`src/rtl/decoder_scan_nbit.sv`:
```
// Registered N-to-2^N one-hot decoder with direct-decode and auto-scan modes.
// Optional one-cycle blank between scan steps: define DECODER_SCAN_BLANK_EN.
module decoder_scan_nbit #(
    parameter int N       = 3,
    parameter int DWELL_W = 4
) (
    input  logic               clk,
    input  logic               rst,
    input  logic               enable,
    input  logic               mode,
    input  logic [N-1:0]       a,
    input  logic               start,
    input  logic [DWELL_W-1:0] dwell,
    output logic [2**N-1:0]    y,
    output logic [N-1:0]       index,
    output logic               busy,
    output logic               wrap
);

    localparam int W = 2**N;

    typedef enum logic [1:0] {
        IDLE   = 2'd0,
        DIRECT = 2'd1,
        SCAN   = 2'd2,
        BLANK  = 2'd3
    } state_t;

    state_t             state, state_nxt;
    logic [DWELL_W-1:0] cnt, cnt_nxt;
    logic [W-1:0]       y_nxt;
    logic [N-1:0]       index_nxt;
    logic [N-1:0]       index_inc;
    logic               busy_nxt;
    logic               wrap_nxt;
    logic               step;

    function automatic logic [W-1:0] onehot(input logic [N-1:0] sel);
        return {{(W-1){1'b0}}, 1'b1} << sel;
    endfunction

    // Natural N-bit rollover gives the 2^N-1 -> 0 wrap for free.
    assign index_inc = index + N'(1);
    // >= rather than == so that lowering dwell mid-step advances on the next edge.
    assign step      = (cnt >= dwell);

    // NOTE: sequential state uses non-blocking assignments so every flop samples pre-edge values.
    always_ff @(posedge clk or posedge rst) begin
        if (rst) begin
            state <= IDLE;
            cnt   <= '0;
            y     <= '0;
            index <= '0;
            busy  <= 1'b0;
            wrap  <= 1'b0;
        end else begin
            state <= state_nxt;
            cnt   <= cnt_nxt;
            y     <= y_nxt;
            index <= index_nxt;
            busy  <= busy_nxt;
            wrap  <= wrap_nxt;
        end
    end

    // NOTE: every combinational output gets a default first, so no path can infer a latch.
    always_comb begin
        state_nxt = state;
        if (!enable) begin
            state_nxt = IDLE;
        end else if (!mode) begin
            state_nxt = DIRECT;
        end else if (start) begin
            state_nxt = SCAN;
        end else begin
            case (state)
                SCAN: begin
`ifdef DECODER_SCAN_BLANK_EN
                    if (step) state_nxt = BLANK;
`else
                    state_nxt = SCAN;
`endif
                end
                BLANK:   state_nxt = SCAN;
                default: state_nxt = IDLE;
            endcase
        end
    end

    // Next values of the registered outputs; zero unless a branch drives them.
    always_comb begin
        y_nxt     = '0;
        index_nxt = '0;
        busy_nxt  = 1'b0;
        wrap_nxt  = 1'b0;
        cnt_nxt   = '0;
        if (enable) begin
            if (!mode) begin
                y_nxt     = onehot(a);
                index_nxt = a;
            end else if (start) begin
                y_nxt    = onehot(N'(0));
                busy_nxt = 1'b1;
            end else begin
                case (state)
                    SCAN: begin
                        busy_nxt = 1'b1;
                        if (!step) begin
                            y_nxt     = y;
                            index_nxt = index;
                            cnt_nxt   = cnt + DWELL_W'(1);
                        end else begin
`ifdef DECODER_SCAN_BLANK_EN
                            index_nxt = index;
`else
                            y_nxt     = onehot(index_inc);
                            index_nxt = index_inc;
                            wrap_nxt  = (index_inc == '0);
`endif
                        end
                    end
                    BLANK: begin
                        busy_nxt  = 1'b1;
                        y_nxt     = onehot(index_inc);
                        index_nxt = index_inc;
                        wrap_nxt  = (index_inc == '0);
                    end
                    default: begin
                    end
                endcase
            end
        end
    end

endmodule

```
`config.mk`:
```
export PLATFORM = sky130hd
export DESIGN_NAME = decoder_scan_nbit
export DESIGN_NICKNAME = d
export VERILOG_FILES = /design/src/rtl/decoder_scan_nbit.sv
export SDC_FILE = /design/constraint.sdc
export NUM_CORES = 1
export LEC_CHECK = 0
export ABC_CLOCK_PERIOD_IN_PS = 2300
export BUFFER_PORTS_ARGS = -buffer_cell sky130_fd_sc_hd__buf_2
export CAP_MARGIN = 15
export CORE_MARGIN = 2
export CORE_UTILIZATION = 52
export CTS_CLUSTER_SIZE = 25
export DETAILED_ROUTE_END_ITERATION = 8
export GPL_ROUTABILITY_DRIVEN = 1
export PLACE_DENSITY = 0.78
export REMOVE_ABC_BUFFERS = 1
export SLEW_MARGIN = 20
export SYNTH_ARGS = -nofsm -noshare
export SYNTH_HDL_FRONTEND = slang
export SYNTH_SLANG_ARGS = --single-unit
```
`constraint.sdc`:
```
create_clock -name clk -period 2.3 [get_ports clk]
set_clock_uncertainty 0.1 [all_clocks]
set_input_delay 0 -clock clk [delete_from_list [all_inputs] [get_ports clk]]
set_output_delay 0 -clock clk [all_outputs]
set_load 0.1 [all_outputs]
```
# After elaboration in Yosys (flattened, before gate mapping)
# Cells that the tools add are included.
# Widths: inputs -> output; s select.
dict set report totals {
  register_bits 19
  wordCells 44
}
dict set report op_classes {
  add_sub_neg 2
  n_lt_le_gt_ge 1
  eq_ne 3
  shift 2
  mux 28
  n_reduce_logical 2
}
# op count
set op_table {}
lappend op_table {{$mux 8} 4}
lappend op_table {{$mux 4} 5}
lappend op_table {{$pmux 8 s2} 1}
lappend op_table {{$shl 1x3->8 const A} 2}
lappend op_table {{$mux 3} 4}
lappend op_table {{$mux 1} 8}
lappend op_table {{$mux 2} 4}
lappend op_table {{$pmux 3 s2} 1}
lappend op_table {{$ne 5x5->1 const B} 1}
lappend op_table {{$add 4x1->4 const B} 1}
lappend op_table {{$eq 2x2->1 const B} 2}
lappend op_table {{$ge 4x4->1} 1}
lappend op_table {{$add 3x1->3 const B} 1}
lappend op_table {{$logic_not 3->1} 1}
lappend op_table {{$pmux 1 s2} 1}
lappend op_table {{$reduce_or 2->1} 1}

# Longest topological paths before layout
dict set report depth {
  depth_word 7
  ltp_mapped 7
}

# Worst setup path after synthesis
# Ideal clock, no wire load.
dict set report synth_path {
  kind {flip-flop to flip-flop}
  from {reg index[1]}
  to {reg y[5]}
  t_arrival_ps 1960
  t_required_ps 2076
  setup_slack_ps 116
  path_stages_with_launch 6
  path_buffers 0
  period_less_slack_ps 2184
  path_cell_list {dfrtp_1 ha_1 xnor2_1 and2b_2 a32oi_1 a21oi_1}
}
dict set report synth_between {
  elab_chain_cells 7
}
# item line
set synth_rtl {}
lappend synth_rtl {{start: declaration} 15} ;# output logic [N-1:0] index,
lappend synth_rtl {{start signal: assignment} 60} ;# index <= index_nxt;
lappend synth_rtl {{$add 3x1->3 (*)} 43} ;# assign index_inc = index + N'(1);
lappend synth_rtl {{$shl 1x3->8 (*)} 39} ;# return {{(W-1){1'b0}}, 1'b1} << sel;
lappend synth_rtl {{$mux 8} 108} ;# if (!step) begin
lappend synth_rtl {{$pmux 8 s2 (*)} 105} ;# case (state)
lappend synth_rtl {{$mux 8 (*)} 101} ;# end else if (start) begin
lappend synth_rtl {{$mux 8 (*)} 98} ;# if (!mode) begin
lappend synth_rtl {{$mux 8 (*)} 97} ;# if (enable) begin
lappend synth_rtl {{end signal: assignment} 59} ;# y <= y_nxt;
lappend synth_rtl {{end: declaration} 14} ;# output logic [2**N-1:0] y,
# Mark *: on every way between the ends. The rest lies on a longest branch, timed or not. The select of a mux whose other input is x is not followed.
# A chain may end at the register's enable or synchronous reset.

# Worst setup path after layout
dict set report layout_path {
  from {reg cnt[3]}
  to {reg y[2]}
}
dict set report layout_between {
  elab_chain_cells 2
}
# item line
set layout_rtl {}
lappend layout_rtl {{start: declaration} 30} ;# logic [DWELL_W-1:0] cnt, cnt_nxt;
lappend layout_rtl {{start signal: assignment} 58} ;# cnt <= cnt_nxt;
lappend layout_rtl {{$ge 4x4->1} 45} ;# assign step = (cnt >= dwell);
lappend layout_rtl {{$ne 5x5->1 (no source line)} n/a}
# No other way between the ends.

==> run summary <==
- 450 um2 — area occupied by registers
- cnt[3] — worst reg2reg startpoint
- 518 um2 — total area of multi-input combinational cells
- 1040 um2 — area of the mapped netlist
- 0 — remaining design rule violation count
- 24 — number of I/O port buffers
- 174 — layout filler cell count
- 39.0% — GR Layer Usage met2
- 1280 um2 — Finished Cell Area
- no — RSZ-0062 raised after global routing
- input port to flop — Hold/Removal Path Class
- 19 — maximum number of pins on one net before global-route repair
- 1170 um2 — Cell Area, Placed
- flop — Setup crit start kind
- 0 — final global-route overflow total
- 153 — Placed Cells
- 43.3% — register area share after synthesis
- 24.8% — layout cell share with drive strength beyond 1
- 1.91 ns — shortest period the worst path allows
- 522 MHz — f_max
- 0.40 ns — crit-path max cell delay
- 0 ns — summed negative setup slack over all endpoints
- 1 — buffers and inverters on the worst path
- 4.01% — global routing usage on met3
- 520 nW/um2 — power per cell area
- 0 — Syn. warnings
- 0 — final hold violation count
- sky130_fd_sc_hd__clkbuf_4 — CTS root buffer
- 0.678 nW — static leakage
- 48.7 um — Horiz. Die Dim
- 0.385 ns — setup ws final
- mode — startpoint of the most critical hold path
- 0 — Setup Fix Bufs, Post-CTS
- met2 — GR peak layer
- 0 — Setup-failing EPs final
- finished clean — run status
- 18 — TritonCTS sink count
- 25 — I/O pin count
- 3 — CTS buffer count
- 103 — synthesized instance count
- 22.0% — GRT Overall Usage
- 25.5% — GR Util met1
- 0 — # Max-Cap Violations
- 48.7 um — Die Span Y
- flop — Worst setup EP type
- 2370 um2 — die area
- 164 — number of cells in the finished layout apart from fillers
- 2 — Clock Path Buffers
- 1600 um — half-perimeter wire length after placement
- 23.2% — layout overhead on the synthesized area
- done — clock tree from TritonCTS
- compound AO/OA/AOI/OAI gates — dominant delay contributor by cell family on the critical path
- 18 — synthesized flop and latch total
- 28 — number of different library cells in the post-synthesis netlist
- 1920 um2 — Core Region
- cnt[3] — Critical path origin
- 2.42 ns — CP required
- 0 — number of antenna-violating nets in the routed design
- sky130_fd_sc_hd__dfrtp_1 — cell with the largest stage delay on the worst path
- 0.29 ns — clock insertion delay at the later pin of the skew report
- 7 — Post-CTS Hold Fix Bufs
- sky130_fd_sc_hd__buf_2 — leading cell type in the layout, fill and taps excluded
- 0.837 — global placement routability congestion
- ha_1, o211ai_1, o211ai_4, buf_4, nor2_1, a21oi_1 — cell chain of the critical path
- 16 — num rows
- 3930 um — wire length of the first global-routing pass
- 0.659 ns — Slew @ Worst Pin
- sky130_fd_sc_hd__buf_2, sky130_fd_sc_hd__nor2_1, sky130_fd_sc_hd__dfrtp_1, sky130_fd_sc_hd__inv_1, sky130_fd_sc_hd__ha_1 — commonest cells after routing, fill and taps aside
- 0 — post-CTS sizing
- 83.3% — Final period util
- 4 — first-pass iteration count of the detailed router
- 56.0% — Relative slew margins
- 2.03 ns — WP data arrival
- 160 — Layout Nets
- 2220 um — total routed wirelength
- 5.48 — detailed-route vias per instance
- flop to flop — category of the most critical setup path
- 0 — antenna violations before repair
- 0.10 ns — clock transition time at the flip-flop clock pins of the worst setup and hold paths
- 903 — vias in the first global route
- 1 — CTS H-tree lvls
- 0 — antenna diode count
- 0.411 ns — worst slack at placement
- 0.440 mV — largest vdd supply drop
- 15 — critical path peak fanout
- 10.1 um2 — Post-Synthesis Mean Instance Area
- 898 — Via Count
- 54.1% — initial core utilization
- 0 — final number of max-transition violations
- 13.5 um — average detailed-routed wire length per instance
- 0.0272 ns — Post-Route Hold Slack
- 19 — initial drt markers
[cells in the mapped netlist]
library cell | number | area share, %
sky130_fd_sc_hd__a211oi_4 | 1 | 1.9
sky130_fd_sc_hd__a21oi_1 | 8 | 3.9
sky130_fd_sc_hd__a22oi_1 | 3 | 2.2
sky130_fd_sc_hd__a31oi_1 | 3 | 1.8
sky130_fd_sc_hd__a32oi_1 | 3 | 2.5
sky130_fd_sc_hd__and2_1 | 1 | 0.60
sky130_fd_sc_hd__and2b_1 | 1 | 0.72
sky130_fd_sc_hd__and2b_2 | 1 | 0.84
sky130_fd_sc_hd__and4_1 | 1 | 0.84
sky130_fd_sc_hd__and4b_1 | 2 | 1.9
sky130_fd_sc_hd__buf_6 | 3 | 3.2
sky130_fd_sc_hd__dfrtp_1 | 18 | 43
sky130_fd_sc_hd__ha_1 | 10 | 12
sky130_fd_sc_hd__inv_1 | 10 | 3.6
sky130_fd_sc_hd__nand2_1 | 4 | 1.4
sky130_fd_sc_hd__nand3_1 | 3 | 1.4
sky130_fd_sc_hd__nand3b_1 | 1 | 0.72
sky130_fd_sc_hd__nor2_1 | 18 | 6.5
sky130_fd_sc_hd__nor3b_1 | 1 | 0.72
sky130_fd_sc_hd__nor3b_2 | 1 | 1.2
sky130_fd_sc_hd__nor4b_1 | 1 | 0.84
sky130_fd_sc_hd__o211ai_1 | 2 | 1.4
sky130_fd_sc_hd__o211ai_4 | 1 | 2.0
sky130_fd_sc_hd__o21a_1 | 1 | 0.72
sky130_fd_sc_hd__o21ai_0 | 1 | 0.48
sky130_fd_sc_hd__o21ai_1 | 1 | 0.48
sky130_fd_sc_hd__xnor2_1 | 2 | 1.7
sky130_fd_sc_hd__xor2_1 | 1 | 0.84
[flip-flops by register name (all words and copies together) (netlist names)]
name	flops
busy	1
cnt	4
index	3
state	1
wrap	1
y	8
[power by group]
part	internal, mW	leakage (nW)	switching (mW)
sequential	0.325	0.246	0.00752
clock	0.0965	0.0210	0.0982
combinational	0.0383	0.410	0.101
total	0.460	0.678	0.207
[cell families after synthesis]
family                   synth area share [%]
flip-flops                               43.3
buffers and inverters                    6.86
AO/OA/AOI/OAI                            17.4
adder cells (fa/ha/maj)                  12.0
AND/OR/NAND/NOR                          17.8
XOR/XNOR                                 2.53
[per-stage QoR]
step	util, %	power [mW]
final	66.7	0.667
after global routing	66.7	0.697
after CTS	66.7	0.669
after detailed placement	61.1	0.469
after global placement	61.1	0.466
after floorplan	-	0.433
[routing by layer]
metal | wire length [um] | vias to the layer above | part of all wire [%]
li1 | - | 429 | -
met5 | 0 | - | 0
met4 | 53 | 0 | 2.4
met2 | 1130 | 35 | 51
met3 | 115 | 8 | 5.2
met1 | 916 | 426 | 41
[layout make-up]
cell class                 instances  area share, %
timing repair buffer              33           16.0
inverter                          10           2.93
sequential                        18           35.2
clock buffer                       4           2.83
tap                               27           2.64
multi-input combinational         72           40.4
[path summary, 6_finish.rpt]
path | to | slack [ns] | cells after the start
min in group asynchronous | y[3] | 0.23 | 3
worst min-delay path | state[0] | 0.03 | 2
worst max-delay path | y[2] | 0.39 | 6
max in group asynchronous | index[2] | 1.45 | 3
worst max register to register | y[2] | 0.39 | 6
worst min register to register | cnt[0] | 0.40 | 1
No activity file was read; power rests on OpenSTA's default activity.
